<file path="config.mk">
export PLATFORM = sky130hd
export DESIGN_NAME = matmul_operand_feeder_flat
export DESIGN_NICKNAME = d
export VERILOG_FILES = /design/src/rtl/matmul_operand_feeder_if.sv /design/src/rtl/matmul_operand_feeder.sv /design/src/flat_wrapper.sv
export SDC_FILE = /design/constraint.sdc
export NUM_CORES = 1
export LEC_CHECK = 0
export CORE_ASPECT_RATIO = 0.6
export CORE_MARGIN = 4
export CORE_UTILIZATION = 29
export DETAILED_ROUTE_END_ITERATION = 6
export GPL_TIMING_DRIVEN = 0
export PLACE_DENSITY = 0.55
export RECOVER_POWER = 25
export SLEW_MARGIN = 20
export SYNTH_ARGS = -nofsm -noshare
export SYNTH_HDL_FRONTEND = slang
export SYNTH_SLANG_ARGS = --single-unit
</file>
<file path="constraint.sdc">
create_clock -name clk_i -period 26 [get_ports clk_i]
set_clock_uncertainty 0.2 [all_clocks]
set_input_delay 3.9 -clock clk_i [delete_from_list [all_inputs] [get_ports clk_i]]
set_output_delay 3.9 -clock clk_i [all_outputs]
set_load 0.03 [all_outputs]
</file>
<file path="src/rtl/matmul_operand_feeder_if.sv">
// Operand/feed bus between the job issuer (master) and the matmul operand feeder (slave).
// Carries the start handshake, dimensions, operand sets and the skewed PE-edge feed.
interface matmul_operand_feeder_if #(
   parameter int DATA_WIDTH = 32,
   parameter int BUS_WIDTH  = 64,
   parameter int MAX_DIM    = BUS_WIDTH/DATA_WIDTH,
   parameter int DIM_W      = 2
);
   logic                                  start_i;
   logic [DIM_W-1:0]                      N_i, K_i, M_i;
   logic [MAX_DIM*MAX_DIM*DATA_WIDTH-1:0] operandA_i, operandB_i;
   logic [MAX_DIM*DATA_WIDTH-1:0]         a_o, b_o;
   logic                                  valid_o, pe_clear_o, busy_o, done_o, err_o;

   modport master (
      output start_i, N_i, K_i, M_i, operandA_i, operandB_i,
      input  a_o, b_o, valid_o, pe_clear_o, busy_o, done_o, err_o
   );

   modport slave (
      input  start_i, N_i, K_i, M_i, operandA_i, operandB_i,
      output a_o, b_o, valid_o, pe_clear_o, busy_o, done_o, err_o
   );
endinterface

</file>
<file path="src/rtl/matmul_operand_feeder.sv">
// Latches an A/B operand set and streams skewed, zero-padded edge vectors into the PE grid.
// Define MATMUL_FEEDER_SHORT_DRAIN_EN to end the feed once the active N x M sub-grid is covered.
module matmul_operand_feeder #(
   parameter int DATA_WIDTH = 32,
   parameter int BUS_WIDTH  = 64,
   parameter int MAX_DIM    = BUS_WIDTH/DATA_WIDTH,
   parameter int DIM_W      = 2
) (
   input logic                   clk_i,
   input logic                   rst_i,
   matmul_operand_feeder_if.slave bus
);
   localparam int TW  = $clog2(3*MAX_DIM-1);
   localparam int OPW = MAX_DIM*MAX_DIM*DATA_WIDTH;
   localparam int VW  = MAX_DIM*DATA_WIDTH;

   typedef enum logic [1:0] {IDLE, CLEAR, FEED, DONE} state_e;

   state_e           state_q;
   logic [OPW-1:0]   opa_q, opb_q;
   logic [DIM_W-1:0] n_q, k_q, m_q;
   logic [TW-1:0]    t_q, t_nx, t_last;
   logic [VW-1:0]    a_q, b_q, a_d, b_d;
   logic             valid_q, clr_q, busy_q, done_q, err_q;
   logic             dims_ok;

   assign dims_ok = (int'(bus.N_i) >= 1) && (int'(bus.N_i) <= MAX_DIM) &&
                    (int'(bus.K_i) >= 1) && (int'(bus.K_i) <= MAX_DIM) &&
                    (int'(bus.M_i) >= 1) && (int'(bus.M_i) <= MAX_DIM);

`ifdef MATMUL_FEEDER_SHORT_DRAIN_EN
   assign t_last = TW'(k_q) + TW'(n_q) + TW'(m_q) - TW'(3);
`else
   assign t_last = TW'(k_q) + TW'(2*MAX_DIM-3);
`endif

   // Beat index that the output registers will present after the next edge.
   assign t_nx = (state_q == CLEAR) ? '0 : t_q + TW'(1);

   // Row i carries A[i][c] and column i carries B[c][i] on beat i+c.
   always_comb begin
      a_d = '0;
      b_d = '0;
      for (int i = 0; i < MAX_DIM; i++) begin
         for (int c = 0; c < MAX_DIM; c++) begin
            if (int'(t_nx) == i + c && c < int'(k_q)) begin
               if (i < int'(n_q))
                  a_d[i*DATA_WIDTH +: DATA_WIDTH] = opa_q[(i*MAX_DIM+c)*DATA_WIDTH +: DATA_WIDTH];
               if (i < int'(m_q))
                  b_d[i*DATA_WIDTH +: DATA_WIDTH] = opb_q[(c*MAX_DIM+i)*DATA_WIDTH +: DATA_WIDTH];
            end
         end
      end
   end

   always_ff @(posedge clk_i or posedge rst_i) begin
      if (rst_i) begin
         state_q <= IDLE;
         opa_q   <= '0;
         opb_q   <= '0;
         n_q     <= '0;
         k_q     <= '0;
         m_q     <= '0;
         t_q     <= '0;
         a_q     <= '0;
         b_q     <= '0;
         valid_q <= 1'b0;
         clr_q   <= 1'b0;
         busy_q  <= 1'b0;
         done_q  <= 1'b0;
         err_q   <= 1'b0;
      end else begin
         clr_q  <= 1'b0;
         done_q <= 1'b0;
         err_q  <= 1'b0;
         case (state_q)
            IDLE: begin
               if (bus.start_i) begin
                  if (dims_ok) begin
                     opa_q   <= bus.operandA_i;
                     opb_q   <= bus.operandB_i;
                     n_q     <= bus.N_i;
                     k_q     <= bus.K_i;
                     m_q     <= bus.M_i;
                     t_q     <= '0;
                     clr_q   <= 1'b1;
                     busy_q  <= 1'b1;
                     state_q <= CLEAR;
                  end else begin
                     err_q <= 1'b1;
                  end
               end
            end
            CLEAR: begin
               valid_q <= 1'b1;
               a_q     <= a_d;
               b_q     <= b_d;
               t_q     <= t_nx;
               state_q <= FEED;
            end
            FEED: begin
               if (t_q == t_last) begin
                  valid_q <= 1'b0;
                  a_q     <= '0;
                  b_q     <= '0;
                  done_q  <= 1'b1;
                  state_q <= DONE;
               end else begin
                  a_q <= a_d;
                  b_q <= b_d;
                  t_q <= t_nx;
               end
            end
            DONE: begin
               busy_q  <= 1'b0;
               state_q <= IDLE;
            end
            default: state_q <= IDLE;
         endcase
      end
   end

   assign bus.a_o        = a_q;
   assign bus.b_o        = b_q;
   assign bus.valid_o    = valid_q;
   assign bus.pe_clear_o = clr_q;
   assign bus.busy_o     = busy_q;
   assign bus.done_o     = done_q;
   assign bus.err_o      = err_q;
endmodule

</file>
<file path="src/flat_wrapper.sv">
// flat-port wrapper written by rule: the top's interface ports become plain ports
module matmul_operand_feeder_flat 
#(
   parameter int DATA_WIDTH = 32,
   parameter int BUS_WIDTH  = 64,
   parameter int MAX_DIM    = BUS_WIDTH/DATA_WIDTH,
   parameter int DIM_W      = 2
)
  (clk_i, rst_i, bus_start_i, bus_N_i, bus_K_i, bus_M_i, bus_operandA_i, bus_operandB_i, bus_a_o, bus_b_o, bus_valid_o, bus_pe_clear_o, bus_busy_o, bus_done_o, bus_err_o);
  matmul_operand_feeder_if #(.DATA_WIDTH(DATA_WIDTH), .BUS_WIDTH(BUS_WIDTH), .MAX_DIM(MAX_DIM), .DIM_W(DIM_W)) bus_i ();
  input logic clk_i;
  input logic rst_i;
  input wire logic [$bits(bus_i.start_i)-1:0] bus_start_i;
  input wire logic [$bits(bus_i.N_i)-1:0] bus_N_i;
  input wire logic [$bits(bus_i.K_i)-1:0] bus_K_i;
  input wire logic [$bits(bus_i.M_i)-1:0] bus_M_i;
  input wire logic [$bits(bus_i.operandA_i)-1:0] bus_operandA_i;
  input wire logic [$bits(bus_i.operandB_i)-1:0] bus_operandB_i;
  output wire logic [$bits(bus_i.a_o)-1:0] bus_a_o;
  output wire logic [$bits(bus_i.b_o)-1:0] bus_b_o;
  output wire logic [$bits(bus_i.valid_o)-1:0] bus_valid_o;
  output wire logic [$bits(bus_i.pe_clear_o)-1:0] bus_pe_clear_o;
  output wire logic [$bits(bus_i.busy_o)-1:0] bus_busy_o;
  output wire logic [$bits(bus_i.done_o)-1:0] bus_done_o;
  output wire logic [$bits(bus_i.err_o)-1:0] bus_err_o;
  assign bus_i.start_i = bus_start_i;
  assign bus_i.N_i = bus_N_i;
  assign bus_i.K_i = bus_K_i;
  assign bus_i.M_i = bus_M_i;
  assign bus_i.operandA_i = bus_operandA_i;
  assign bus_i.operandB_i = bus_operandB_i;
  assign bus_a_o = bus_i.a_o;
  assign bus_b_o = bus_i.b_o;
  assign bus_valid_o = bus_i.valid_o;
  assign bus_pe_clear_o = bus_i.pe_clear_o;
  assign bus_busy_o = bus_i.busy_o;
  assign bus_done_o = bus_i.done_o;
  assign bus_err_o = bus_i.err_o;
  matmul_operand_feeder #(.DATA_WIDTH(DATA_WIDTH), .BUS_WIDTH(BUS_WIDTH), .MAX_DIM(MAX_DIM), .DIM_W(DIM_W)) u_core (.clk_i(clk_i), .rst_i(rst_i), .bus(bus_i));
endmodule
</file>
=== Yosys cells after proc, flatten, opt, wreduce, memory -nomap -nowiden ===
Index checks and enable logic that the tools add are counted.

* Register bits: 400
* Bits in latches: 0
* Memory bits (writable): 0
* Bits in read-only memories: 0
* Input bits: 265
* Output and inout port bits: 133
* Memories: 0

* $add $sub $neg: 2
* Multiply operators: 0
* Div/mod/pow operators: 0
* Order comparisons: 12
* Eq/ne operators: 10
* Shifts and indexed selects: 0
* Muxes and demuxes: 42
* Bitwise logic cells: 0
* Reduce and logical (&&, ||, !) cells: 19

{| class="wikitable"
|+ Operators with widths
! kind !! number
|-
| $mux W32 || 16
|-
| $pmux W64 S2 || 2
|-
| $mux W64 || 2
|-
| $lt A1 B2 Y1 const A || 6
|-
| $mux W3 || 4
|-
| $mux W1 || 11
|-
| $logic_and A1 B1 Y1 || 9
|-
| $pmux W3 S3 || 1
|-
| $reduce_and A3 Y1 || 3
|-
| $pmux W2 S4 || 1
|-
| $ge A2 B1 Y1 const B || 3
|-
| $le A2 B2 Y1 const B || 3
|-
| $mux W2 || 3
|-
| $eq A2 B2 Y1 const B || 2
|-
| $ne A2 B1 Y1 const B || 2
|-
| $ne A2 B2 Y1 const B || 2
|-
| $pmux W1 S2 || 2
|-
| $reduce_and A4 Y1 || 1
|-
| $reduce_bool A2 Y1 || 2
|-
| $add A2 B1 Y3 const B || 1
|-
| $add A3 B1 Y3 const B || 1
|-
| $eq A3 B2 Y1 const B || 1
|-
| $eq A3 B3 Y1 || 1
|-
| $eq A3 B3 Y1 const B || 1
|-
| other kinds (5) || 5
|}

=== Longest topological paths before layout ===
Gate-level depths: netlist of run 1.

* Word-level depth: 9
* Mapped depth: 9
* Mapped depth without buffers: 7

=== Least setup slack after synthesis of run 1 ===
No wires, ideal clock.

* Kind: input -> register
* Start point: input port bus_K_i[0]
* End point: register u_core.opa_q[10]
* Arrival time: 5040 ps
* Setup slack: 20632 ps
* Stages on the path: 6
* Buffers on the path: 3
* Cell sequence: xor2_1 -> and4b_1 -> buf_4 -> buf_4 -> buf_6 -> mux2_1

* Cells in the longest elaborated chain, start to end: 6
* Elaborated cells on any way between the ends: 7
* Classes of those cells: order compare: 2; reduce/logical: 5

{| class="wikitable"
|+ RTL lines
! element !! line !! RTL
|-
| start: declaration || flat_wrapper.sv:15 || <nowiki>input wire logic [$bits(bus_i.K_i)-1:0] bus_K_i;</nowiki>
|-
| $ge A2 B1 Y1 || matmul_operand_feeder.sv:28 || <nowiki>(int'(bus.K_i) >= 1) && (int'(bus.K_i) <= MAX_DIM) &&</nowiki>
|-
| $logic_and A1 B1 Y1 || matmul_operand_feeder.sv:27 || <nowiki>assign dims_ok = (int'(bus.N_i) >= 1) && (int'(bus.N_i) <= MAX_DIM) &&</nowiki>
|-
| $logic_and A1 B1 Y1 (*) (2 in a row) || matmul_operand_feeder.sv:28 ||
|-
| $logic_and A1 B1 Y1 (*) || matmul_operand_feeder.sv:29 || <nowiki>(int'(bus.M_i) >= 1) && (int'(bus.M_i) <= MAX_DIM);</nowiki>
|-
| $reduce_and A3 Y1 (no source line) (*) || n/a ||
|-
| end signal: assignment || matmul_operand_feeder.sv:80 || <nowiki>opa_q <= bus.operandA_i;</nowiki>
|-
| end: declaration || matmul_operand_feeder.sv:20 || <nowiki>logic [OPW-1:0] opa_q, opb_q;</nowiki>
|}

Mark *: on every way between the ends. The rest lies on a longest branch, timed or not.
A chain may end at the register's enable or synchronous reset.

==> results of run 1 <==
-- power breakdown --
group          internal, W  leakage [nW]  switching (W)
clock network     0.000325         0.624       0.000245
logic             0.000411          3.66       0.000657
registers         0.000886          5.25       0.000154
-- cells by family (layout without fill, tap and decap cells) --
group / after synthesis / after routing / synth area share, %
xor+xnor: 7 / 7 / 0.380
mux: 261 / 261 / 18.2
fa+ha+maj: 8 / 8 / 0.620
buf+inv: 101 / 572 / 3.88
simple gates: 20 / 20 / 0.783
flops: 400 / 400 / 62.0
other cells: 0 / 1 / 0
compound gates: 272 / 272 / 14.1
-- worst max-delay path by stage --
stage	start	end	slack [ns]	depth (start not counted)
finish	rst_i	u_core.opa_q[86]	16.38	3
global route	rst_i	u_core.opa_q[86]	15.11	3
CTS	bus_K_i[0]	u_core.opa_q[100]	20.11	7
detailed placement	bus_K_i[0]	u_core.opa_q[91]	19.55	7
global placement	rst_i	u_core.bus.a_o[16]	5.58	2
floorplan	rst_i	u_core.bus.a_o[0]	10.78	1
-- per-stage QoR --
step	total power, W	util, %	setup slack (ns)
6_report	0.00268	41.0	16.38
5_1_grt	0.00284	41.0	15.11
4_1_cts	0.00272	41.1	20.11
3_5_place_dp	0.00213	38.8	19.55
3_3_place_gp	0.00211	38.6	5.58
2_1_floorplan	0.00164	-	10.78
-- routing by layer --
| layer | track usage (%) | share of wire (%) | vias up |
|---|---|---|---|
| li1 | - | - | 4988 |
| met1 | 24.8 | 47 | 5812 |
| met2 | 26.1 | 44 | 304 |
| met3 | 4.52 | 6.6 | 87 |
| met4 | 3.62 | 2.0 | 16 |
| met5 | 0 | 0.20 | - |
-- registers in the layout, summed over array words and instances, names as in the netlist --
name                   cells
u_core.bus.a_o            64
u_core.bus.b_o            64
u_core.bus.busy_o          1
u_core.bus.done_o          1
u_core.bus.err_o           1
u_core.bus.pe_clear_o      1
u_core.bus.valid_o         1
u_core.k_q                 2
u_core.m_q                 2
u_core.n_q                 2
u_core.opa_q             128
u_core.opb_q             128
u_core.state_q             2
u_core.t_q                 3
-- cell type report --
cell class | count | area [sq um] | area share [%]
Clock buffer | 60 | 1190 | 5.31
Clock inverter | 10 | 80.1 | 0.358
Tap cell | 748 | 936 | 4.18
Antenna cell | 1 | 2.50 | 0.0112
Buffer | 90 | 574 | 2.57
Sequential cell | 400 | 10000 | 44.8
Inverter | 11 | 42.5 | 0.190
Multi-Input combinational cell | 568 | 5500 | 24.6
Timing Repair Buffer | 401 | 4040 | 18.0
-- synthesized netlist by cell type (all sizes together) --
cell / count
a21oi: 3
a22o: 1
a22oi: 64
a31oi: 1
a32oi: 64
a41o: 1
a41oi: 1
and4b: 1
buf: 68
clkbuf: 22
dfrtp: 400
ha: 8
inv: 11
mux2: 260
mux2i: 1
nand2: 2
nand2b: 2
nand3: 4
nand4: 1
nor2: 4
nor3: 3
nor4b: 2
o211ai: 2
o21a: 1
o21ai: 3
o22a: 1
o2bb2ai: 128
o32a: 1
o41ai: 1
or3: 1
xnor2: 2
xor2: 5
==> run metrics, run 1 <==
type of the worst setup path in2async; initial antenna violation count 8; Synth top area share 62.0%; Unique masters post-synth 39; row cnt 66; DRC 0; Pleak 9.53 nW; worst-path fanout max 71; GRT overflow 0; vias in the first global route 12300; status finished, violations left; setup bufs post-CTS 0; finished layout cell area 22400 sq um; commonest non-fill, non-tap cell in the layout dfrtp_1; worst rel slew slack -162%; endpoints failing hold 0; DR vias/cell 4.90; failing checks capacitance limit, slew limit; P per Cell Area 120 nW/um^2; WL/cell 22.8 um; slowest CP cell clkbuf_1; CTS clk-pin slew, worst paths 0.06 ns; largest net degree at the start of global routing 105; fill count 5053; total negative slack 0 ns; Initial Utilization 29.6%; period utilization 37.0%; TritonCTS clock tree built; Num CTS Buffers 40; family with the most delay on the worst path buffers and inverters; die footprint 59600 sq um; vias 11200; r2r setup slk 22.28 ns; minimum clock period 9.62 ns; FF+latch count, synth 400; Total Nets Final 1785; final hold slack 0.283 ns; max incr delay on CP 2.88 ns; final wirelength 52.2 mm; hpwl dp 38.1 mm; crit path cell chain dlygate4sd3_1 > clkinvlp_2 > clkbuf_1; Synthesis Warnings 0; worst hold path cell count 1; Post-Syn Area 16100 sq um; fin cells 2289; Worst-Skew Late Latency 0.54 ns; Post-DP Area 21200 sq um; Cells after Synth 1069; post-synth top area cell dfrtp_1; WP buf/inv 3; Area Overhead vs Synth 38.5%; max cap viols 4; Ports 398; Reg2Reg Depth 6; VDD IR max 52.2 uV; global-route wire length before repair 79.0 mm; Hold Path Sink u_core.opa_q[66]; f_max 104 MHz; clock tree sinks 400; Worst Tran Pin Value 3.94 ns; First DRT Iteration DRCs 485; RD Place Congestion 0.778; CTS Buffer Depth 3; min-delay src u_core.opa_q[66]; post-route ant nets 0; GRT Util Overall 17.2%; most frequent cells in the layout dfrtp_1 (400), clkdlybuf4s50_1 (395), mux2_1 (220), o2bb2ai_1 (128); cell total after placement 2218; largest cells by area after synthesis dfrtp_1 (62%), mux2_1 (15%), o2bb2ai_1 (6.9%); Mapped Nets 1342; Die Span X 313 um; H-tree depth reported by CTS 2; Placeable Area 54600 sq um; Seq/Total Area, Yosys 62.0%; cts repair resizes 0; worst hold path class reg2reg; Worst R2R Start u_core.t_q[0]; Setup crit end kind async pin; Slew Limit Fails 221; RSZ-0062 raised after global routing false; detailed-router iteration count before antenna repair 4; crit path DAT 9.13 ns; I/O Buffers 397; Final setup viols 0; CP Data Required Time 25.52 ns; Synth Area per Inst 15.1 sq um; layout cell share with drive strength beyond 1 10.8%; Reg-to-Reg End u_core.bus.a_o[39]; Die Span Y 191 um; Root Driver clkbuf_16; Post-CTS Hold Fix Bufs 0; Setup crit start kind input pin
Note: power is estimated with default switching activity, not from simulation.
==> run 2, diff against run 1 <==
--- a/config.mk
+++ b/config.mk
@@ -10,7 +10,7 @@
 export CORE_UTILIZATION = 29
 export DETAILED_ROUTE_END_ITERATION = 6
 export GPL_TIMING_DRIVEN = 0
-export PLACE_DENSITY = 0.55
+export PLACE_DENSITY = 0.57
 export RECOVER_POWER = 25
 export SLEW_MARGIN = 20
 export SYNTH_ARGS = -nofsm -noshare
==> constraint.sdc (replaced) <==
create_clock -name clk_i -period 8.28 [get_ports clk_i]
set_clock_uncertainty 0.2 [all_clocks]
set_input_delay 1.242 -clock clk_i [delete_from_list [all_inputs] [get_ports clk_i]]
set_output_delay 1.242 -clock clk_i [all_outputs]
set_load 0.03 [all_outputs]
==> run metrics, run 2 (same netlist as run 1, synthesis figures left out) <==
finished layout cell area 22500 sq um; RD Place Congestion 0.762; type of the worst setup path in2async; Root Driver clkbuf_16; detailed-router iteration count before antenna repair 5; TritonCTS clock tree built; crit path DAT 5.62 ns; clock tree sinks 400; Final Power 0.00836 W; r2r setup slk 4.69 ns; max cap viols 5; P per Cell Area 372 nW/um^2; Slew Limit Fails 143; worst hold path class reg2reg; f_max 197 MHz; CTS clk-pin slew, worst paths 0.06 ns; most frequent cells in the layout dfrtp_1 (400), clkdlybuf4s50_1 (395), mux2_1 (220), o2bb2ai_1 (128); setup bufs post-CTS 0; GRT overflow 0; cts repair resizes 0; family with the most delay on the worst path buffers and inverters; vias 11300; row cnt 66; largest net degree at the start of global routing 35; Setup crit end kind async pin; Post-DP Area 21300 sq um; Final setup viols 0; WL/cell 22.4 um; status finished, violations left; Setup crit start kind input pin; GRT Util Overall 17.0%; fill count 5098; period utilization 61.5%; Placeable Area 54600 sq um; minimum clock period 5.09 ns; utilization after layout 41.2%; Post-CTS Hold Fix Bufs 0; worst rel slew slack -35.6%; Largest regs u_core.opa_q: 128 flops, u_core.opb_q: 128 flops; met2 usage 26.1%; H-tree depth reported by CTS 2; Die Span X 313 um; Diodes inserted 0; Total Nets Final 1794; Initial Utilization 29.6%; I/O Buffers 397; endpoints failing hold 0; final hold slack 0.284 ns; CTS Buffer Depth 3; worst-path fanout max 33; CP Data Required Time 8.81 ns; slack of the critical path 3.19 ns; commonest non-fill, non-tap cell in the layout dfrtp_1; final wirelength 51.5 mm; DR vias/cell 4.90; global-route wire length before repair 78.2 mm; crit path cell chain dlygate4sd3_1 > clkinvlp_2 > clkbuf_1 > clkbuf_1 > buf_12 > buf_12 > buf_12; Worst-Skew Late Latency 0.54 ns; pre-CTS setup slack 4.49 ns; Num CTS Buffers 40; initial antenna violation count 5; Die Span Y 191 um; GRT busiest layer met2; Pleak 9.62 nW; post-route ant nets 0; cell mode on critical path buf_12; failing checks capacitance limit, slew limit; Area Overhead vs Synth 39.3%; met3 usage 4.47%; Ports 398; First DRT Iteration DRCs 664; die footprint 59600 sq um; GR Util met1 24.7%; hpwl dp 38.4 mm; vias in the first global route 12200; DRC 0; Worst Tran Pin Value 2.02 ns; layout cell share with drive strength beyond 1 11.7%; RSZ-0062 raised after global routing false; slowest CP cell clkbuf_1; WP buf/inv 7; VDD IR max 162 uV; max incr delay on CP 1.36 ns
==> run 2: worst reg2reg max path, cell delays in order, from the launching register on <==
cell,delay [ns]
dfrtp_1,0.45
ha_1,0.27
xor2_1,0.18
nor3_1,1.57
buf_2,0.51
a22oi_1,0.15
o2bb2ai_1,0.15
==> run 2: final cells by class <==
cell class	instances	area, sq um	area share (%)
Inverter	11	42.5	0.189
Buffer	90	586	2.60
Clock buffer	61	1170	5.21
Tap cell	748	936	4.16
Multi-Input combinational cell	568	5500	24.4
Sequential cell	400	10000	44.5
Clock inverter	10	72.6	0.323
Timing Repair Buffer	410	4180	18.6
==> run 2: metrics by stage <==
step	setup TNS, ns	instances
2_1_floorplan	0	1069
3_3_place_gp	-493.63	2214
3_5_place_dp	0	2227
4_1_cts	0	2298
5_1_grt	0	2298
6_report	0	2298
==> run 2: worst paths after layout <==
path                                           end  depth (start not counted)             start
max in group clk_i              u_core.bus.a_o[36]                          6     u_core.t_q[0]
worst min-delay path              u_core.opa_q[51]                          1  u_core.opa_q[51]
worst max-delay path              u_core.opa_q[98]                          7             rst_i
worst max register to register  u_core.bus.a_o[36]                          6     u_core.t_q[0]
min in group asynchronous         u_core.opb_q[56]                          2             rst_i
worst min register to register    u_core.opa_q[51]                          1  u_core.opa_q[51]
==> run 2: report_power, final <==
part	leakage, nW	switching, W	internal, W
registers	5.25	0.000486	0.00278
logic	3.75	0.00204	0.00130
clock network	0.615	0.000772	0.000981
==> run 2: metal layers <==
metal  up-vias  share of wire [%]
li1       4996                  -
met5         -               0.12
met2       317                 44
met4        10                1.4
met3        64                6.8
met1      5865                 47
